### src/rtl/bnn_pkg.sv
// Shared definitions for the BNN nibble weight-load streamer.
//   NUM_NEURONS : weight words per image (default image length)
//   NIBBLE_W    : width of one beat on the target's nibble bus
//   WORD_W      : width of one neuron weight word
//   stream_state_e : streamer FSM encoding, also exported on dbg_state
package bnn_pkg;
  localparam int NUM_NEURONS = 16;
  localparam int NIBBLE_W    = 4;
  localparam int WORD_W      = 8;

  typedef enum logic [2:0] {
    ST_IDLE  = 3'd0,
    ST_ARMED = 3'd1,
    ST_LO    = 3'd2,
    ST_HI    = 3'd3,
    ST_DONE  = 3'd4
  } stream_state_e;
endpackage

### src/rtl/bnn_weight_streamer_if.sv
// Weight-word input stream.
//   s_valid : producer has a word on s_data
//   s_ready : consumer can take a word
//   s_data  : 8-bit weight word, bit i = weight of input i
// Handshake: a word transfers on every rising clk edge where s_valid and
// s_ready are both high. The producer must hold s_valid/s_data stable until
// that edge; s_ready may change freely and never depends on s_valid.
// Modports: master = producer (host), slave = streamer.
interface bnn_weight_streamer_if;
  logic                       s_valid;
  logic                       s_ready;
  logic [bnn_pkg::WORD_W-1:0] s_data;

  modport master (output s_valid, output s_data, input s_ready);
  modport slave  (input s_valid, input s_data, output s_ready);
endinterface

### src/rtl/bnn_word_fifo.sv
// Synchronous word FIFO with asynchronous active-high reset and a
// synchronous flush that empties it regardless of push/pop.
//   clk, reset      : clock, async reset
//   flush           : drop all contents on this edge (wins over push/pop)
//   push, wr_data   : write a word (caller guarantees not full)
//   pop, rd_data    : consume head word; rd_data shows head while not empty
//   empty, full     : registered occupancy flags
//   count_next      : occupancy after this edge, lets the owner register a
//                     ready flag that is exact on the following cycle
module bnn_word_fifo #(
  parameter int DEPTH = 4,
  parameter int W     = 8
) (
  input  logic                     clk,
  input  logic                     reset,
  input  logic                     flush,
  input  logic                     push,
  input  logic [W-1:0]             wr_data,
  input  logic                     pop,
  output logic [W-1:0]             rd_data,
  output logic                     empty,
  output logic                     full,
  output logic [$clog2(DEPTH):0]   count_next
);
  localparam int AW = $clog2(DEPTH);
  localparam int CW = AW + 1;

  logic [AW-1:0] wr_ptr_q, wr_ptr_d;
  logic [AW-1:0] rd_ptr_q, rd_ptr_d;
  logic [CW-1:0] count_q, count_d;
  logic [W-1:0]  mem_q [DEPTH];

  // DEPTH is a power of two, so pointers wrap by natural overflow.
  always_comb begin
    wr_ptr_d = wr_ptr_q;
    rd_ptr_d = rd_ptr_q;
    count_d  = count_q;
    if (flush) begin
      wr_ptr_d = '0;
      rd_ptr_d = '0;
      count_d  = '0;
    end else begin
      if (push) wr_ptr_d = wr_ptr_q + 1'b1;
      if (pop)  rd_ptr_d = rd_ptr_q + 1'b1;
      count_d = count_q + CW'(push) - CW'(pop);
    end
  end

  always_ff @(posedge clk or posedge reset) begin
    if (reset) begin
      wr_ptr_q <= '0;
      rd_ptr_q <= '0;
      count_q  <= '0;
    end else begin
      wr_ptr_q <= wr_ptr_d;
      rd_ptr_q <= rd_ptr_d;
      count_q  <= count_d;
    end
  end

  // Storage carries no reset; occupancy alone decides what is valid.
  always_ff @(posedge clk) begin
    if (push && !flush) mem_q[wr_ptr_q] <= wr_data;
  end

  assign rd_data    = mem_q[rd_ptr_q];
  assign empty      = (count_q == '0);
  assign full       = (count_q == CW'(DEPTH));
  assign count_next = count_d;
endmodule

### src/rtl/bnn_weight_streamer.sv
// Host-side transmitter for the BNN nibble weight-load interface.
// Buffers 8-bit weight words and sends each as two nibbles (low first) with
// load_en high for exactly the two tgt_ena-qualified beats of one neuron.
//   clk, reset : clock, async active-high reset
//   start      : 1-cycle pulse, begin a new image (aborts any transfer)
//   s_if       : weight word stream (slave side)
//   tgt_ena    : target's enable; beats advance only while high
//   load_en    : target uio[3]
//   nibble     : target uio[7:4]
//   tgt_rst    : 1-cycle pulse realigning the target's load pointer
//   busy       : in ARMED/LO/HI
//   done       : image complete (DONE)
//   word_cnt   : neurons fully transmitted this image
//   err        : sticky, word offered while DONE; cleared by start
//   dbg_state  : current FSM state
// All outputs are registered.
module bnn_weight_streamer #(
  parameter int NUM_NEURONS = bnn_pkg::NUM_NEURONS,
  parameter int FIFO_DEPTH  = 4,
  parameter int CNT_W       = 5
) (
  input  logic                          clk,
  input  logic                          reset,
  input  logic                          start,
  bnn_weight_streamer_if.slave          s_if,
  input  logic                          tgt_ena,
  output logic                          load_en,
  output logic [bnn_pkg::NIBBLE_W-1:0]  nibble,
  output logic                          tgt_rst,
  output logic                          busy,
  output logic                          done,
  output logic [CNT_W-1:0]              word_cnt,
  output logic                          err,
  output bnn_pkg::stream_state_e        dbg_state
);
  import bnn_pkg::*;

  localparam int CW = $clog2(FIFO_DEPTH) + 1;

  stream_state_e       state_q, state_d;
  logic [WORD_W-1:0]   word_q, word_d;
  logic [NIBBLE_W-1:0] nibble_q, nibble_d;
  logic                load_en_q, load_en_d;
  logic                tgt_rst_q, tgt_rst_d;
  logic [CNT_W-1:0]    word_cnt_q, word_cnt_d;
  logic                err_q, err_d;
  logic                s_ready_q, s_ready_d;
  logic                busy_q, busy_d;
  logic                done_q, done_d;

  logic                fifo_push, fifo_pop, fifo_empty, fifo_full;
  logic [WORD_W-1:0]   fifo_rd_data;
  logic [CW-1:0]       fifo_count_next;
  logic [CNT_W-1:0]    cnt_inc;
  logic                last_word;

  // A word offered on the start edge is discarded: start flushes the FIFO.
  assign fifo_push = s_if.s_valid & s_ready_q & ~start;
  assign cnt_inc   = word_cnt_q + 1'b1;
  assign last_word = (cnt_inc == CNT_W'(NUM_NEURONS));

  bnn_word_fifo #(
    .DEPTH (FIFO_DEPTH),
    .W     (WORD_W)
  ) u_fifo (
    .clk        (clk),
    .reset      (reset),
    .flush      (start),
    .push       (fifo_push),
    .wr_data    (s_if.s_data),
    .pop        (fifo_pop),
    .rd_data    (fifo_rd_data),
    .empty      (fifo_empty),
    .full       (fifo_full),
    .count_next (fifo_count_next)
  );

  // FSM: state register
  always_ff @(posedge clk or posedge reset) begin
    if (reset) state_q <= ST_IDLE;
    else       state_q <= state_d;
  end

  // FSM: next state
  always_comb begin
    state_d = state_q;
    if (start) begin
      state_d = ST_ARMED;
    end else begin
      case (state_q)
        ST_ARMED: if (!fifo_empty && tgt_ena) state_d = ST_LO;
        ST_LO:    if (tgt_ena) state_d = ST_HI;
        ST_HI: begin
          if (tgt_ena) begin
            if (last_word)        state_d = ST_DONE;
            else if (!fifo_empty) state_d = ST_LO;
            else                  state_d = ST_ARMED;
          end
        end
        default: state_d = state_q;
      endcase
    end
  end

  // FSM: outputs and datapath
  always_comb begin
    fifo_pop   = 1'b0;
    word_d     = word_q;
    nibble_d   = nibble_q;
    load_en_d  = load_en_q;
    tgt_rst_d  = 1'b0;
    word_cnt_d = word_cnt_q;
    err_d      = err_q;
    if (start) begin
      word_cnt_d = '0;
      err_d      = 1'b0;
      load_en_d  = 1'b0;
      nibble_d   = '0;
      tgt_rst_d  = 1'b1;
    end else begin
      case (state_q)
        ST_ARMED: begin
          if (!fifo_empty && tgt_ena) begin
            fifo_pop  = 1'b1;
            word_d    = fifo_rd_data;
            nibble_d  = fifo_rd_data[NIBBLE_W-1:0];
            load_en_d = 1'b1;
          end else begin
            load_en_d = 1'b0;
          end
        end
        ST_LO: begin
          if (tgt_ena) nibble_d = word_q[WORD_W-1:NIBBLE_W];
        end
        ST_HI: begin
          if (tgt_ena) begin
            word_cnt_d = cnt_inc;
            if (last_word) begin
              load_en_d = 1'b0;
              nibble_d  = '0;
            end else if (!fifo_empty) begin
              // Back-to-back neuron: load_en stays high across the boundary.
              fifo_pop  = 1'b1;
              word_d    = fifo_rd_data;
              nibble_d  = fifo_rd_data[NIBBLE_W-1:0];
              load_en_d = 1'b1;
            end else begin
              load_en_d = 1'b0;
            end
          end
        end
        ST_DONE: begin
          if (s_if.s_valid) err_d = 1'b1;
        end
        default: ;
      endcase
    end
  end

  // Status flags follow the next state so they are registered yet current.
  always_comb begin
    busy_d    = (state_d == ST_ARMED) || (state_d == ST_LO) || (state_d == ST_HI);
    done_d    = (state_d == ST_DONE);
    s_ready_d = busy_d && (fifo_count_next != CW'(FIFO_DEPTH));
  end

  always_ff @(posedge clk or posedge reset) begin
    if (reset) begin
      word_q     <= '0;
      nibble_q   <= '0;
      load_en_q  <= 1'b0;
      tgt_rst_q  <= 1'b0;
      word_cnt_q <= '0;
      err_q      <= 1'b0;
      s_ready_q  <= 1'b0;
      busy_q     <= 1'b0;
      done_q     <= 1'b0;
    end else begin
      word_q     <= word_d;
      nibble_q   <= nibble_d;
      load_en_q  <= load_en_d;
      tgt_rst_q  <= tgt_rst_d;
      word_cnt_q <= word_cnt_d;
      err_q      <= err_d;
      s_ready_q  <= s_ready_d;
      busy_q     <= busy_d;
      done_q     <= done_d;
    end
  end

  assign s_if.s_ready = s_ready_q;
  assign load_en      = load_en_q;
  assign nibble       = nibble_q;
  assign tgt_rst      = tgt_rst_q;
  assign busy         = busy_q;
  assign done         = done_q;
  assign word_cnt     = word_cnt_q;
  assign err          = err_q;
  assign dbg_state    = state_q;
endmodule

### src/flat_wrapper.sv
// flat-port wrapper written by rule: the top's interface ports become plain ports
module bnn_weight_streamer_flat import bnn_pkg::*;
#(
  parameter int NUM_NEURONS = bnn_pkg::NUM_NEURONS,
  parameter int FIFO_DEPTH  = 4,
  parameter int CNT_W       = 5
)
  (clk, reset, start, tgt_ena, load_en, nibble, tgt_rst, busy, done, word_cnt, err, dbg_state, s_if_s_valid, s_if_s_data, s_if_s_ready);
  bnn_weight_streamer_if s_if_i ();
  input  logic clk;
  input  logic reset;
  input  logic start;
  input  logic tgt_ena;
  output logic load_en;
  output logic [bnn_pkg::NIBBLE_W-1:0] nibble;
  output logic tgt_rst;
  output logic busy;
  output logic done;
  output logic [CNT_W-1:0] word_cnt;
  output logic err;
  output bnn_pkg::stream_state_e dbg_state;
  input wire logic [$bits(s_if_i.s_valid)-1:0] s_if_s_valid;
  input wire logic [$bits(s_if_i.s_data)-1:0] s_if_s_data;
  output wire logic [$bits(s_if_i.s_ready)-1:0] s_if_s_ready;
  assign s_if_i.s_valid = s_if_s_valid;
  assign s_if_i.s_data = s_if_s_data;
  assign s_if_s_ready = s_if_i.s_ready;
  bnn_weight_streamer #(.NUM_NEURONS(NUM_NEURONS), .FIFO_DEPTH(FIFO_DEPTH), .CNT_W(CNT_W)) u_core (.clk(clk), .reset(reset), .start(start), .s_if(s_if_i), .tgt_ena(tgt_ena), .load_en(load_en), .nibble(nibble), .tgt_rst(tgt_rst), .busy(busy), .done(done), .word_cnt(word_cnt), .err(err), .dbg_state(dbg_state));
endmodule
### config.mk
export PLATFORM = sky130hd
export DESIGN_NAME = bnn_weight_streamer_flat
export DESIGN_NICKNAME = d
export VERILOG_FILES = /design/src/rtl/bnn_pkg.sv /design/src/rtl/bnn_weight_streamer_if.sv /design/src/rtl/bnn_word_fifo.sv /design/src/rtl/bnn_weight_streamer.sv /design/src/flat_wrapper.sv
export SDC_FILE = /design/constraint.sdc
export NUM_CORES = 1
export LEC_CHECK = 0
export BUFFER_PORTS_ARGS = -buffer_cell sky130_fd_sc_hd__buf_2
export CAP_MARGIN = 25
export CORE_ASPECT_RATIO = 0.8
export CORE_UTILIZATION = 48
export CTS_BUF_LIST = sky130_fd_sc_hd__clkbuf_2 sky130_fd_sc_hd__clkbuf_4 sky130_fd_sc_hd__clkbuf_8
export DETAILED_ROUTE_END_ITERATION = 12
export PLACE_DENSITY = 0.67
export SYNTH_ARGS = -nofsm -noshare
export SYNTH_HDL_FRONTEND = slang
export SYNTH_HIERARCHICAL = 1
export SYNTH_SLANG_ARGS = --single-unit
### constraint.sdc
create_clock -name clk -period 3.85 [get_ports clk]
set_input_delay 0 -clock clk [delete_from_list [all_inputs] [get_ports clk]]
set_output_delay 0 -clock clk [all_outputs]
set_load 0.1 [all_outputs]
Word-level counts from Yosys, hierarchy flattened
Memories as Yosys holds them, arrays and structs flattened.
Cells that the tools add are included.
Word-level totals
  flip-flop bits (word level): 33
  memory bits (writable): 32
  input port bits: 13
  output and inout port bits: 18
  memories: 1
Memories
  u_core.u_fifo.mem_q: words 4, width 8, rd ports 1, clocked after memory_dff 0, write ports 1, RTL line bnn_word_fifo.sv:31  | logic [W-1:0] mem_q [DEPTH];
Cells by class
  add/sub/neg operators: 5
  eq/ne operators: 18
  mux-type cells: 42
  bitwise logic cells: 3
  reductions and logical operators: 22
Operator list (number)
  $mux W8: 4
  $mux W4: 6
  $mux W3: 6
  $pmux W8 S2: 1
  $mux W5: 3
  $reduce_bool A2 Y1: 7
  $mux W1: 13
  $eq A3 B2 Y1 const B: 4
  $pmux W4 S3: 1
  $mux W2: 5
  $ne A3 B3 Y1 const B: 3
  $pmux W3 S3: 1
  $eq A3 B1 Y1 const B: 2
  $eq A3 B3 Y1 const B: 2
  $ne A2 B2 Y1 const B: 3
  $reduce_and A2 Y1: 3
  $reduce_and A6 Y1: 1
  $add A5 B1 Y5 const B: 1
  $eq A5 B5 Y1 const B: 1
  $reduce_and A5 Y1: 1
  $add A2 B1 Y2 const B: 2
  $ne A4 B4 Y1 const B: 1
  $pmux W1 S2: 2
  $reduce_bool A4 Y1: 1
  other kinds (11): 16

Longest topological paths before layout
  word-level depth: 10
  gate-level depth with buffers: 12

Hierarchy
Netlist, hierarchy kept.
By module, submodules not included
  bnn_word_fifo: times used 1, cells an instance 82, area an instance 1595.3 sq um, sequential area each 1136.1 sq um
  bnn_weight_streamer: times used 1, cells an instance 110, area an instance 1183.6 sq um, sequential area each 550.5 sq um

Least setup slack after synthesis
Ideal clock, no wire load.
  path kind: register to register
  from: reg u_core.word_cnt_q[1], in the netlist u_core/word_cnt[1]
  to: reg u_core.s_ready_q, in the netlist u_core/s_if.s_ready
  setup time: 0.132 ns
  arrival time: 3.221 ns
  data required time: 3.718 ns
  path slack: 0.497 ns
  stages on the path, launching flop included: 13
  path buffers: 0
  clock period less this slack: 3.353 ns
  cells stage by stage: dfrtp_1 and2_4 mux2i_4 a311oi_4 ha_1 inv_1 ha_1 inv_1 fa_1 xnor3_1 nor2_1 nor3b_1 a211oi_1
On the way
  longest elaborated chain between the ends: 10
Ends and longest elaborated chain
  start: declaration: RTL line bnn_weight_streamer.sv:45  | logic [CNT_W-1:0] word_cnt_q, word_cnt_d;
  start signal: assignment: RTL line bnn_weight_streamer.sv:183  | word_cnt_q <= word_cnt_d;
  $add A5 B1 Y5: RTL line bnn_weight_streamer.sv:59  | assign cnt_inc = word_cnt_q + 1'b1;
  $eq A5 B5 Y1: RTL line bnn_weight_streamer.sv:60  | assign last_word = (cnt_inc == CNT_W'(NUM_NEURONS));
  $mux W1: RTL line bnn_weight_streamer.sv:138  | if (last_word) begin
  $mux W1: RTL line bnn_weight_streamer.sv:136  | if (tgt_ena) begin
  $pmux W1 S2: RTL line bnn_weight_streamer.sv:121  | case (state_q)
  $mux W1: RTL line bnn_weight_streamer.sv:114  | if (start) begin
  named net u_core.fifo_pop: RTL line bnn_weight_streamer.sv:51  | logic fifo_push, fifo_pop, fifo_empty, fifo_full;
  $sub A3 B1 Y3: RTL line bnn_word_fifo.sv:45  | count_d = count_q + CW'(push) - CW'(pop);
  $mux W3: RTL line bnn_word_fifo.sv:38  | if (flush) begin
  named net u_core.fifo_count_next[2]: RTL line bnn_weight_streamer.sv:53  | logic [CW-1:0] fifo_count_next;
  $ne A3 B3 Y1: RTL line bnn_weight_streamer.sv:164  | s_ready_d = busy_d && (fifo_count_next != CW'(FIFO_DEPTH));
  $logic_and A1 B1 Y1: RTL line bnn_weight_streamer.sv:164
  named net u_core.s_ready_d: RTL line bnn_weight_streamer.sv:47  | logic s_ready_q, s_ready_d;
  end signal: assignment: RTL line bnn_weight_streamer.sv:185  | s_ready_q <= s_ready_d;
  end: declaration: RTL line bnn_weight_streamer.sv:47
The timed path passes the listed nets, and every way through them passes these cells.
A chain may end at the register's enable or synchronous reset.

Final worst setup path
  from: reg u_core.word_cnt_q[3], in the netlist u_core/word_cnt[3]
  to: reg u_core.s_ready_q, in the netlist u_core/s_if.s_ready
Same word-level chain as after synthesis.

==> results by group <==
Detailed routing
  • Number of vias in the routed layout: 1,699
  • WL/cell: 16.40 um
  • DRC violation count after routing: 0
  • DRT Pass-1 Iters: 4
  • Via-per-instance ratio: 5.276
  • Initial detailed-routing violation count: 159
  • Wirelength, routed: 5282 um
  • Detail Route Antenna Nets: 0

Placed design
  • Number of port buffers: 30
  • Count of placed standard cells including taps: 296
  • DP Wirelength: 3549 um
  • Placer congestion estimate: 0.7957

GRT
  • Aggregate global routing overflow: 0
  • Aggregate global-route resource usage: 19.75%
  • Vias in the first global route: 1,742
  • Global-route wire length before repair: 8749 um
  • Antenna violations before repair: 0
  • Maximum number of pins on one net before global-route repair: 24

Clocking
  • Clock edge transition at the registers on the reported setup and hold paths: 0.07 ns
  • Deepest clock path buffer count: 2
  • CTS Buf Count: 9
  • CTS Root Buffer Type: sky130_fd_sc_hd__clkbuf_8
  • Clock latency on the worst-skew pair: 0.33 ns
  • H-tree depth: 3
  • CTS sink count: 61
  • Post-cts gate resize count: 0
  • CTS tree: yes

STA
  • Total setup violations reported at the end of the flow: 0
  • Max-Slew Margin vs Limit: 40.76%
  • Unrepaired setup endpoints after global routing: false
  • Max-slew violation total from the final report: 0
  • Accumulated negative setup slack: 0 ns
  • Skew final: 0.005679 ns
  • Final critical path time including I/O delays and setup: 2.895 ns
  • Final Hold Viols: 0
  • Final worst-path cycle share: 75.19%
  • Worst-margin pin slew: 0.8876 ns
  • Max Freq: 0.3454 GHz

Critical path
  • Origin of the critical flop-to-flop path: u_core/word_cnt[3]$_DFFE_PP0P_
  • Longest individual stage delay on the worst path: 0.42 ns
  • Cells along the critical path: or2b_1 > mux2i_4 > a311oi_4 > buf_4 > ha_1 > inv_1 > ha_1 > inv_1 > fa_1 > xnor3_1 > nor2_1 > nor3b_1 > a211oi_1
  • Sort of element at the end of the critical path: flop
  • Critical-path cell with the highest stage delay: sky130_fd_sc_hd__dfrtp_1
  • Critical Setup Path Class: reg2reg
  • Crit path launch type: flop
  • Required arrival time at the worst endpoint: 4.09 ns
  • Reg2Reg Setup Slack: 0.96 ns
  • Signal arrival time at the worst endpoint: 3.14 ns
  • Crit Path Max Fanout: 9
  • Launch point of the worst path: u_core/word_cnt[3]$_DFFE_PP0P_

Cells and area
  • Growth of design area from synthesis to finish: 20.77%
  • Final standard cell count with taps included and fillers excluded: 322
  • Share of final-layout standard cells stronger than drive strength 1: 27.87%
  • Diode insertion count for antenna repair: 0
  • Number of nets in the layout: 260
  • Fill cell instance count of the final layout: 424

Pwr
  • Leakage component of the power: 1.338 nW
  • Cell area power density: 644.1 nW/um^2
  • Worst IR Drop VDD: 0.2527 mV

Floorplan
  • Effective utilization at floorplan: 50.43%
  • Chip height: 69.97 um
  • Num rows: 24
  • Number of placed I/O pins: 31
  • Die ar.: 6084 um^2
  • Width of the die: 86.96 um
  • Area of the placeable core: 5495 um^2

Synthesis
  • Post-Synthesis Cells: 191
  • Post-Syn Area: 2771 um^2
  • Warnings from Yosys: 6
  • Mean area per synthesized cell: 14.51 um^2
  • Post-synth net total: 212

Status
  • Run status: complete, no violations

Hold path
  • Class of the most critical hold timing path: in2reg
  • Startpoint of the lowest-slack hold path: start

Flow run
  • Total of max-cap violations: 0
## placed cells by master (no fill, tap or decap), drive strengths merged, types with 5 or more instances in the layout
master       instances
a211oi               6
a21oi                5
and2                 6
buf                 32
clkbuf              12
dfrtp               29
dlygate4sd3         10
edfxtp              32
ha                   7
inv                 12
mux2                 5
mux4                 8
nand2                6
nor2                15
## state kept, by name (all words and copies together) (netlist names)
register,flops
u_core/u_fifo/count_q,3
u_core/u_fifo/wr_ptr_q,2
u_core/u_fifo/mem_q,32
u_core/dbg_state,3
u_core/tgt_rst,1
u_core/done,1
u_core/busy,1
u_core/word_cnt,5
u_core/u_fifo/rd_ptr_q,2
u_core/word_q,4
u_core/err,1
u_core/s_if.s_ready,1
u_core/nibble,4
u_core/load_en,1
## final cells by class
cell class	count	area, um^2	share of cell area, %
Clock buffer	12	152.6	4.561
Tap cell	78	97.59	2.916
Sequential cell	61	1687	50.39
Inverter	12	45.04	1.346
Timing Repair Buffer	42	265.3	7.925
Multi-Input combinational cell	113	1005	30.02
Clock inverter	4	95.09	2.841
## metal layers
metal / vias up / GRT usage (%) / wire length [um]
met5: - / 0 / 0
met3: 4 / 6.738 / 224
met2: 39 / 29.31 / 2458
li1: 812 / - / -
met4: 0 / 5.000 / 29
met1: 844 / 27.92 / 2570
## power breakdown
| group | total [mW] | switching [mW] | internal, mW | leakage, nW |
|---|---|---|---|---|
| combinational | 0.633 | 0.430 | 0.203 | 0.546 |
| clock | 0.693 | 0.232 | 0.461 | 0.127 |
| sequential | 0.830 | 0.0673 | 0.763 | 0.665 |
| total | 2.16 | 0.728 | 1.43 | 1.34 |
## worst max-delay path, delay by kind of cell (launching register included)
kind / cells / cell delay [ns]
adders and majority gates: 3 / 0.78
and+or+nand+nor: 3 / 0.47
DFF: 1 / 0.42
AOI/OAI and AO/OA: 2 / 0.32
buffers and inverters: 3 / 0.31
muxes: 1 / 0.30
xor gates and xnor gates: 1 / 0.20
## repair_timing
item / in CTS / in global routing
hold buffers: 10 / 0
setup endpoints to repair: 0 / 0
setup buffers: 0 / 0
hold endpoints to repair: 62 / 0
## stage by stage
| step | util, % | instance area [um^2] | hold WS, ns | total power [mW] | setup slack, ns |
|---|---|---|---|---|---|
| after global placement | 54.58 | 2999 | -0.05124 | 1.455 | 1.020 |
| final | 60.91 | 3347 | 0.02997 | 2.156 | 0.9550 |
| after detailed placement | 54.58 | 2999 | -0.05399 | 1.460 | 0.9643 |
| after global routing | 60.91 | 3347 | 0.04801 | 2.255 | 0.7342 |
| after floorplan | - | 2771 | -0.1966 | 1.337 | 0.4969 |
| after CTS | 60.91 | 3347 | 0.01638 | 2.170 | 0.9329 |
## final timing paths
kind | to | depth (start not counted)
setup / recovery | u_core/s_if.s_ready$_DFF_PP0_ | 13
hold / removal | u_core/tgt_rst$_DFF_PP0_ | 1
setup reg to reg | u_core/s_if.s_ready$_DFF_PP0_ | 13
hold reg to reg | u_core/err$_DFFE_PP0P_ | 2
max in group asynchronous | u_core/nibble[0]$_DFFE_PP0P_ | 3
min in group asynchronous | u_core/u_fifo/count_q[2]$_DFF_PP0_ | 3
Power figures use the tool's default switching activity.
